**config.mk**
```make
export PLATFORM = sky130hd
export DESIGN_NAME = pixel_frame_serializer_flat
export DESIGN_NICKNAME = d
export VERILOG_FILES = /design/src/rtl/pixel_frame_serializer_if.sv /design/src/rtl/pixel_frame_serializer.sv /design/src/flat_wrapper.sv
export SDC_FILE = /design/constraint.sdc
export NUM_CORES = 1
export LEC_CHECK = 0
export ABC_AREA = 1
export CORE_ASPECT_RATIO = 1.5
export CORE_UTILIZATION = 52
export DETAILED_ROUTE_END_ITERATION = 12
export PLACE_DENSITY_LB_ADDON = 0.08
export SLEW_MARGIN = 20
export SYNTH_ARGS = -nofsm -noshare
export SYNTH_HDL_FRONTEND = slang
export SYNTH_SLANG_ARGS = --single-unit
```
**constraint.sdc**
```tcl
create_clock -name clk -period 2.87 [get_ports clk]
set_input_delay 0.287 -clock clk [delete_from_list [all_inputs] [get_ports clk]]
set_output_delay 0.287 -clock clk [all_outputs]
set_load 0.05 [all_outputs]
```
**src/rtl/pixel_frame_serializer_if.sv**
```systemverilog
// pixel_frame_serializer_if: valid/ready byte stream carrying serialized pixel packets
interface pixel_frame_serializer_if #(
  parameter int DATA_W = 8
) ();
  logic [DATA_W-1:0] data;
  logic              valid;
  logic              ready;
  logic              last;
  modport master (output data, valid, last, input ready);
  modport slave  (input data, valid, last, output ready);
endinterface

```
**src/rtl/pixel_frame_serializer.sv**
```systemverilog
// pixel_frame_serializer: captures 4-pixel frames from the readout strobes and streams them as 6-byte packets
module pixel_frame_serializer #(
  parameter int              DATA_W      = 8,
  parameter int              FRAME_DEPTH = 2,
  parameter logic [DATA_W-1:0] HEADER    = 8'hA5,
  localparam int             LW          = $clog2(FRAME_DEPTH + 1)
) (
  input  logic              clk,
  input  logic              reset,
  input  logic              erase,
  input  logic              read12,
  input  logic              read34,
  input  logic [DATA_W-1:0] pixelDataOut1,
  input  logic [DATA_W-1:0] pixelDataOut2,
  input  logic [DATA_W-1:0] pixelDataOut3,
  input  logic [DATA_W-1:0] pixelDataOut4,
  pixel_frame_serializer_if.master out,
  output logic [LW-1:0]     buf_level,
  output logic              overflow,
  output logic              seq_err,
  input  logic              clear_err
);
  localparam int AW = $clog2(FRAME_DEPTH);
  typedef enum logic {IDLE, SEND} state_t;
  typedef logic [4:0][DATA_W-1:0] frame_t;
  frame_t                 mem [FRAME_DEPTH];
  state_t                 state_q, state_d;
  logic                   read12_q, read34_q, erase_q;
  logic                   have12_q, have12_d;
  logic [3:0][DATA_W-1:0] pix_q, pix_d;
  logic [7:0]             seq_q, seq_d;
  logic [AW-1:0]          wr_q, wr_d, rd_q, rd_d;
  logic [LW-1:0]          level_q, level_d;
  logic [2:0]             idx_q, idx_d, nidx, fi;
  logic [DATA_W-1:0]      data_q, data_d;
  logic                   valid_q, valid_d, last_q, last_d;
  logic                   overflow_q, overflow_d, seq_err_q, seq_err_d;
  logic                   r34_fall, commit, drop, pop, adv, more, go, stop;
  frame_t                 cur;
  always_comb begin
    r34_fall   = read34_q & ~read34;
    adv        = valid_q & out.ready;
    pop        = adv & last_q;
    // a final-byte pop in the same cycle frees the slot the commit needs
    commit     = r34_fall & have12_q & ((level_q != LW'(FRAME_DEPTH)) | pop);
    drop       = r34_fall & have12_q & ~commit;
    pix_d      = {read12 ? pixelDataOut1 : pix_q[3], read12 ? pixelDataOut2 : pix_q[2],
                  read34 ? pixelDataOut3 : pix_q[1], read34 ? pixelDataOut4 : pix_q[0]};
    have12_d   = (r34_fall | (erase & ~erase_q)) ? 1'b0 : (read12_q & ~read12) ? 1'b1 : have12_q;
    seq_d      = seq_q + 8'(commit);
    wr_d       = wr_q + AW'(commit);
    rd_d       = rd_q + AW'(pop);
    level_d    = level_q + LW'(commit) - LW'(pop);
    overflow_d = drop | (overflow_q & ~clear_err);
    seq_err_d  = (r34_fall & ~have12_q) | (seq_err_q & ~clear_err);
    cur        = mem[rd_q];
    more       = level_d != '0;
    nidx       = (state_q == IDLE || idx_q == 3'd5) ? 3'd0 : idx_q + 3'd1;
    fi         = 3'd5 - nidx;
    go         = (state_q == IDLE) ? more : adv & ((idx_q != 3'd5) | more);
    stop       = (state_q == SEND) & adv & (idx_q == 3'd5) & ~more;
    state_d    = go ? SEND : stop ? IDLE : state_q;
    idx_d      = go ? nidx : stop ? 3'd0 : idx_q;
    valid_d    = go ? 1'b1 : stop ? 1'b0 : valid_q;
    data_d     = go ? ((nidx == 3'd0) ? HEADER : cur[fi]) : stop ? '0 : data_q;
    last_d     = go ? (nidx == 3'd5) : stop ? 1'b0 : last_q;
  end
  always_ff @(posedge clk)
    if (commit) mem[wr_q] <= {DATA_W'(seq_q), pix_q};
  always_ff @(posedge clk or negedge reset)
    if (!reset) begin
      state_q    <= IDLE;
      read12_q   <= 1'b0;
      read34_q   <= 1'b0;
      erase_q    <= 1'b0;
      have12_q   <= 1'b0;
      pix_q      <= '0;
      seq_q      <= '0;
      wr_q       <= '0;
      rd_q       <= '0;
      level_q    <= '0;
      idx_q      <= '0;
      data_q     <= '0;
      valid_q    <= 1'b0;
      last_q     <= 1'b0;
      overflow_q <= 1'b0;
      seq_err_q  <= 1'b0;
    end else begin
      state_q    <= state_d;
      read12_q   <= read12;
      read34_q   <= read34;
      erase_q    <= erase;
      have12_q   <= have12_d;
      pix_q      <= pix_d;
      seq_q      <= seq_d;
      wr_q       <= wr_d;
      rd_q       <= rd_d;
      level_q    <= level_d;
      idx_q      <= idx_d;
      data_q     <= data_d;
      valid_q    <= valid_d;
      last_q     <= last_d;
      overflow_q <= overflow_d;
      seq_err_q  <= seq_err_d;
    end
  assign out.data  = data_q;
  assign out.valid = valid_q;
  assign out.last  = last_q;
  assign buf_level = level_q;
  assign overflow  = overflow_q;
  assign seq_err   = seq_err_q;
endmodule

```
**src/flat_wrapper.sv**
```systemverilog
// flat-port wrapper written by rule: the top's interface ports become plain ports
module pixel_frame_serializer_flat 
#(
  parameter int              DATA_W      = 8,
  parameter int              FRAME_DEPTH = 2,
  parameter logic [DATA_W-1:0] HEADER    = 8'hA5,
  localparam int             LW          = $clog2(FRAME_DEPTH + 1)
)
  (clk, reset, erase, read12, read34, pixelDataOut1, pixelDataOut2, pixelDataOut3, pixelDataOut4, buf_level, overflow, seq_err, clear_err, out_data, out_valid, out_last, out_ready);
  pixel_frame_serializer_if #(.DATA_W(DATA_W)) out_i ();
  input  logic clk;
  input  logic reset;
  input  logic erase;
  input  logic read12;
  input  logic read34;
  input  logic [DATA_W-1:0] pixelDataOut1;
  input  logic [DATA_W-1:0] pixelDataOut2;
  input  logic [DATA_W-1:0] pixelDataOut3;
  input  logic [DATA_W-1:0] pixelDataOut4;
  output logic [LW-1:0] buf_level;
  output logic overflow;
  output logic seq_err;
  input  logic clear_err;
  output wire logic [$bits(out_i.data)-1:0] out_data;
  output wire logic [$bits(out_i.valid)-1:0] out_valid;
  output wire logic [$bits(out_i.last)-1:0] out_last;
  input wire logic [$bits(out_i.ready)-1:0] out_ready;
  assign out_data = out_i.data;
  assign out_valid = out_i.valid;
  assign out_last = out_i.last;
  assign out_i.ready = out_ready;
  pixel_frame_serializer #(.DATA_W(DATA_W), .FRAME_DEPTH(FRAME_DEPTH), .HEADER(HEADER)) u_core (.clk(clk), .reset(reset), .erase(erase), .read12(read12), .read34(read34), .pixelDataOut1(pixelDataOut1), .pixelDataOut2(pixelDataOut2), .pixelDataOut3(pixelDataOut3), .pixelDataOut4(pixelDataOut4), .out(out_i), .buf_level(buf_level), .overflow(overflow), .seq_err(seq_err), .clear_err(clear_err));
endmodule
```
==> results.json, run 1 <==
{
  "drv_slew": 0,
  "critPathLaunchType": "flop",
  "status": "complete, no violations",
  "dr.pass1.iters": 4,
  "seq_area_frac_synth": 0.653,
  "crit_fanout": 12,
  "drt-initial-drc-count": 209,
  "htree_num_levels": 4,
  "synth_ff_type": "edfxtp_1",
  "cts_inserted_buffers": 17,
  "gp_congestion": 0.821,
  "synth_cell_type_count": 35,
  "clk_pin_slew_ns": 0.06,
  "cap_violations": 0,
  "holdPathEnd": "u_core.erase_q",
  "die_h_um": 135,
  "io-pin-count": 53,
  "synth_top_cell_by_area": "edfxtp_1",
  "die_area_sq_um": 12200,
  "root_buffer": "clkbuf_16",
  "avgViaCountPerCell": 5.01,
  "worstHoldPathCells": 1,
  "path_class": "reg -> reg",
  "power_mw": 7.21,
  "syn_area_per_cell_sq_um": 10.4,
  "diodes": 0,
  "placedCellCount": 769,
  "peakVddDrop_mv": 0.550,
  "yosysMostFrequentCell": "nand2_1",
  "rsz0062_at_grt": "false",
  "async_flop_share": 0.441,
  "portBuffers": 52,
  "core_sq_um": 11500,
  "clk_latency_ns": 0.42,
  "relSlewSlack": 0.516,
  "grt_pass1_wl_um": 18900,
  "ys_top_cells_by_area": "edfxtp_1 39%, dfrtp_1 26%, nand2_1 12%",
  "first_global_vias": 4006,
  "period_share": 0.810,
  "synth_edf_count": 80,
  "num_rows": 48,
  "drt.antenna.violating_nets": 0,
  "setup_viol_count_final": 0,
  "min_period_ns": 2.33,
  "antenna_found_initial": 0,
  "wirelength_um": 11500,
  "instances_no_fill": 802,
  "cp-end-kind": "flop",
  "tns_ns": 0,
  "grt.total_usage": 0.207,
  "n_fill_cell": 937,
  "postCtsSetupRepairBufs": 0,
  "hp-class": "in -> reg",
  "grt_max_degree": 42,
  "synth_area_sq_um": 6090,
  "power.leakage_nw": 3.25,
  "clock_sinks": 143,
  "worstPathArrival_ns": 2.63,
  "cts_tree": "built",
  "worst-r2r-cell-count": 13,
  "drive_above_1_share": 0.117,
  "worstReg2RegEnd": "u_core.out.data[7]",
  "worstPathRequired_ns": 3.17,
  "synth_seq_cells": 143,
  "synth.top_cell.area_share": 0.394,
  "max_slew.worst_pin.slew_ns": 0.726,
  "routedWlPerCell_um": 14.4,
  "r2r_start": "u_core.idx_q[1]",
  "gr-total-overflow": 0,
  "drc": 0,
  "clock_skew_ns": 0.00877,
  "r2r_slack_ns": 0.54,
  "chipWidth_um": 90.4,
  "syn_to_final_growth_pct": 20.0,
  "hold_viol_final": 0,
  "power_density_nw_per_um2": 986,
  "netlist_instances": 583,
  "clock.fmax_mhz": 430,
  "synth_nets": 628,
  "nets": 684,
  "hpwl_um": 7540,
  "start_util": 0.531,
  "dr_total_vias": 4017,
  "clockBufferDepth": 2,
  "yosysWarnings": 0,
  "min-delay-start": "erase",
  "synth_common_cells": "196 x nand2_1, 80 x edfxtp_1, 63 x dfrtp_1, 57 x nor2_1, 37 x nand3_1"
}
[cells by family (layout without fill, tap and decap cells)]
family	Yosys count	count (layout)	synth area share
buffers and inverters	66	135	0.0510
AOI/OAI and AO/OA	29	29	0.0263
DFF	143	143	0.653
xor gates and xnor gates	7	7	0.0101
adders and majority gates	6	6	0.0123
and+or+nand+nor	332	332	0.247
[per-stage QoR]
step / area (sq um) / setup WS (ns) / hold slack [ns] / utilization
floorplan: 6090 / 0.257 / -0.00859 / -
global placement: 6740 / 0.617 / 0.327 / 0.587
detailed placement: 6740 / 0.579 / 0.320 / 0.587
CTS: 7310 / 0.555 / 0.334 / 0.637
global route: 7310 / 0.377 / 0.335 / 0.637
finish: 7310 / 0.544 / 0.341 / 0.637
[cell type report]
class,instances,area (sq um),share of cell area
repair buffers,60,603,0.0825
well taps,150,188,0.0257
clock inverters,13,105,0.0144
multi-input cells,374,1810,0.247
clock buffers,19,453,0.0620
inverters,43,171,0.0235
flip-flops and latches,143,3980,0.545
[repair_timing]
action / 4_1_cts / 5_1_grt
endpoints found under the hold margin: 63 / 0
resized for setup: 0 / 0
hold buffers: 1 / 0
[report_power, final]
group / internal (mW) / leakage (nW) / switching, mW
sequential: 2.44 / 1.48 / 0.165
clock: 1.16 / 0.275 / 0.868
combinational: 0.828 / 1.50 / 1.74
[registers in the layout, summed over array words and instances, names as in the netlist, 2 cells and up]
register	count
u_core.idx_q	3
u_core.mem	80
u_core.buf_level	2
u_core.seq_q	8
u_core.pix_q	32
u_core.out.data	8
[per-layer routing]
| layer | routed length (um) | up-vias | GRT usage |
|---|---|---|---|
| met5 | 0 | - | 0 |
| met4 | 344 | 0 | 0.0986 |
| met3 | 399 | 32 | 0.0456 |
| met2 | 6290 | 100 | 0.379 |
| met1 | 4510 | 1875 | 0.226 |
| li1 | - | 2010 | - |
[cells in the final DEF, fill, tap and decap left out, types with 4 or more instances in the layout]
cell and n:
nor2_1 56, a21boi_0 4, ha_1 6, clkbuf_16 17, inv_1 36, inv_2 4
nand2_1 196, xor2_1 6, clkdlybuf4s50_1 51, nor3_1 6, o21ai_0 11, dfrtp_1 63
a21oi_1 11, nand3_1 37, clkinv_4 6, nand2_2 7, nand3_2 13, inv_6 4
edfxtp_1 80, buf_4 5
[worst max-delay path, stage by stage (launching register included)]
cell	delay, ns
dfrtp_1	0.38
inv_1	0.06
ha_1	0.19
nand2_2	0.14
nand2_2	0.11
nor2_8	0.20
inv_4	0.10
ha_1	0.35
inv_1	0.26
nor3_1	0.12
nor2_1	0.11
nand2_1	0.07
nand3_2	0.07
nand2_1	0.05
[worst max-delay path by stage]
| stage | endpoint | from | slack [ns] |
|---|---|---|---|
| after floorplan | u_core.mem[0][0] | u_core.state_q | 0.26 |
| after global placement | u_core.state_q | out_ready | 0.62 |
| after detailed placement | u_core.state_q | out_ready | 0.58 |
| after CTS | u_core.out.data[7] | u_core.idx_q[0] | 0.55 |
| after global routing | u_core.out.data[7] | u_core.idx_q[0] | 0.38 |
| final | u_core.out.data[7] | u_core.idx_q[1] | 0.54 |
Power figures use the tool's default switching activity.
==> inputs of run 2 (changes only) <==
--- a/config.mk
+++ b/config.mk
@@ -7,7 +7,7 @@
 export LEC_CHECK = 0
 export ABC_AREA = 1
 export CORE_ASPECT_RATIO = 1.5
-export CORE_UTILIZATION = 52
+export CORE_UTILIZATION = 55
 export DETAILED_ROUTE_END_ITERATION = 12
 export PLACE_DENSITY_LB_ADDON = 0.08
 export SLEW_MARGIN = 20
==> constraint.sdc (replaced) <==
create_clock -name clk -period 2.4 [get_ports clk]
set_input_delay 0.24 -clock clk [delete_from_list [all_inputs] [get_ports clk]]
set_output_delay 0.24 -clock clk [all_outputs]
set_load 0.05 [all_outputs]
==> results.json, run 2 (synthesized netlist as in run 1, its figures left out) <==
{
  "path_class": "reg -> reg",
  "cap_violations": 0,
  "start_util": 0.572,
  "drt.antenna.violating_nets": 0,
  "power_density_nw_per_um2": 1220,
  "die_area_sq_um": 11500,
  "grt_pass1_wl_um": 19300,
  "worst-r2r-cell-count": 14,
  "hold_viol_final": 0,
  "worstReg2RegEnd": "u_core.out.data[7]",
  "largest_reg_flops": 80,
  "period_share": 0.914,
  "grt.total_usage": 0.229,
  "drive_above_1_share": 0.117,
  "critPathLaunchType": "flop",
  "crit_start": "u_core.idx_q[1]",
  "drc": 0,
  "postCtsSetupRepairBufs": 0,
  "cts_tree": "built",
  "chipWidth_um": 87.9,
  "worstPathArrival_ns": 2.49,
  "portBuffers": 52,
  "crit_fanout": 12,
  "wirelength_um": 11700,
  "dr_total_vias": 4062,
  "min_period_ns": 2.19,
  "num_rows": 46,
  "die_h_um": 131,
  "io-pin-count": 53,
  "layout_common_cells": "196 x nand2_1, 80 x edfxtp_1, 63 x dfrtp_1",
  "n_fill_cell": 781,
  "root_buffer": "clkbuf_16",
  "worstPathRequired_ns": 2.69,
  "clock.fmax_mhz": 456,
  "final_common_cell": "nand2_1",
  "htree_num_levels": 4,
  "antenna_found_initial": 0,
  "gp_congestion": 0.800,
  "first_global_vias": 4128,
  "instances_no_fill": 800,
  "clk_latency_ns": 0.41,
  "place_area_sq_um": 6780,
  "max_slew.worst_pin.slew_ns": 0.703,
  "clock_skew_ns": 0.0105,
  "nets": 688,
  "gr-total-overflow": 0,
  "diodes": 0,
  "drv_slew": 0,
  "core_sq_um": 10600,
  "hpwl_um": 7810,
  "relSlewSlack": 0.531,
  "placedCellCount": 767,
  "drt-initial-drc-count": 301,
  "setup_viol_count_final": 0,
  "grt_max_degree": 41,
  "clockBufferDepth": 2,
  "largestRegisters": "u_core.mem: 80 flops, u_core.pix_q: 32 flops",
  "hold_slack_ns": 0.352,
  "tns_ns": 0,
  "worstSetupEndpoint": "u_core.out.data[7]",
  "routedWlPerCell_um": 14.7,
  "clock_sinks": 143,
  "rsz0062_at_grt": "false",
  "power.leakage_nw": 3.28,
  "hp-class": "in -> reg",
  "syn_to_final_growth_pct": 21.7,
  "max_flop_register": "u_core.mem",
  "avgViaCountPerCell": 5.08,
  "r2r_start": "u_core.idx_q[1]",
  "min-delay-start": "erase",
  "peakVddDrop_mv": 0.728,
  "stdcell_area_sq_um": 7410,
  "dr.pass1.iters": 5,
  "cts_inserted_buffers": 17,
  "status": "complete, no violations",
  "r2r_slack_ns": 0.21,
  "clk_pin_slew_ns": 0.06,
  "cp-end-kind": "flop"
}
run 2: cell count changes in the layout (fill, tap and decap cells not counted), moves of 2 or more:
cell	before	now
inv_6	4	1
clkinv_4	6	0
clkbuf_1	0	4
clkinv_2	2	0
clkinvlp_4	1	4
bufinv_16	0	3
buf_4	5	8
run 2: worst min-delay path by stage:
stage	cells past startpoint	end
5_1_grt	1	u_core.erase_q
4_1_cts	1	u_core.erase_q
6_report	1	u_core.erase_q
3_5_place_dp	1	u_core.pix_q[15]
2_1_floorplan	0	u_core.buf_level[0]
3_3_place_gp	1	u_core.pix_q[15]
run 2: area by class of cell:
cell class	count	area, sq um	share of cell area
Tap cell	144	180	0.0243
Sequential cell	143	3980	0.537
Clock buffer	24	493	0.0665
Clock inverter	8	129	0.0174
Inverter	43	171	0.0231
Multi-Input combinational cell	374	1810	0.244
Timing Repair Buffer	64	646	0.0871
run 2: critical path, cell delays in order, from the launching register on:
cell	delay [ns]
dfrtp_1	0.40
inv_1	0.07
ha_1	0.15
nand2_2	0.11
nand2_2	0.14
inv_1	0.05
nand2_1	0.09
inv_1	0.07
ha_1	0.32
inv_1	0.26
nor3_1	0.10
nor2_1	0.11
nand2_1	0.08
nand3_2	0.08
nand2_1	0.05
run 2: through the flow:
| step | setup WS [ns] | total power, mW | utilization |
|---|---|---|---|
| after floorplan | 0.120 | 5.49 | - |
| after global placement | 0.192 | 6.28 | 0.636 |
| after detailed placement | 0.144 | 6.35 | 0.636 |
| after CTS | 0.188 | 9.05 | 0.696 |
| after global routing | 0.00892 | 9.54 | 0.696 |
| final | 0.207 | 9.01 | 0.696 |
run 2: where the power goes:
group	total, mW	switching [mW]	internal (mW)	leakage [nW]
combinational	3.19	2.13	1.06	1.52
sequential	3.12	0.196	2.92	1.48
clock	2.70	0.940	1.76	0.288
run 2: repair_timing:
action	CTS	global route
hold buffers	1	0
gates resized for setup	0	0
hold endpoints to repair	28	0
run 2: metal layers:
layer | wire [um] | global-route usage | vias up
li1 | - | - | 2006
met1 | 4570 | 0.255 | 1961
met2 | 6680 | 0.421 | 87
met3 | 376 | 0.0546 | 8
met4 | 107 | 0.0791 | 0
met5 | 0 | 0 | -
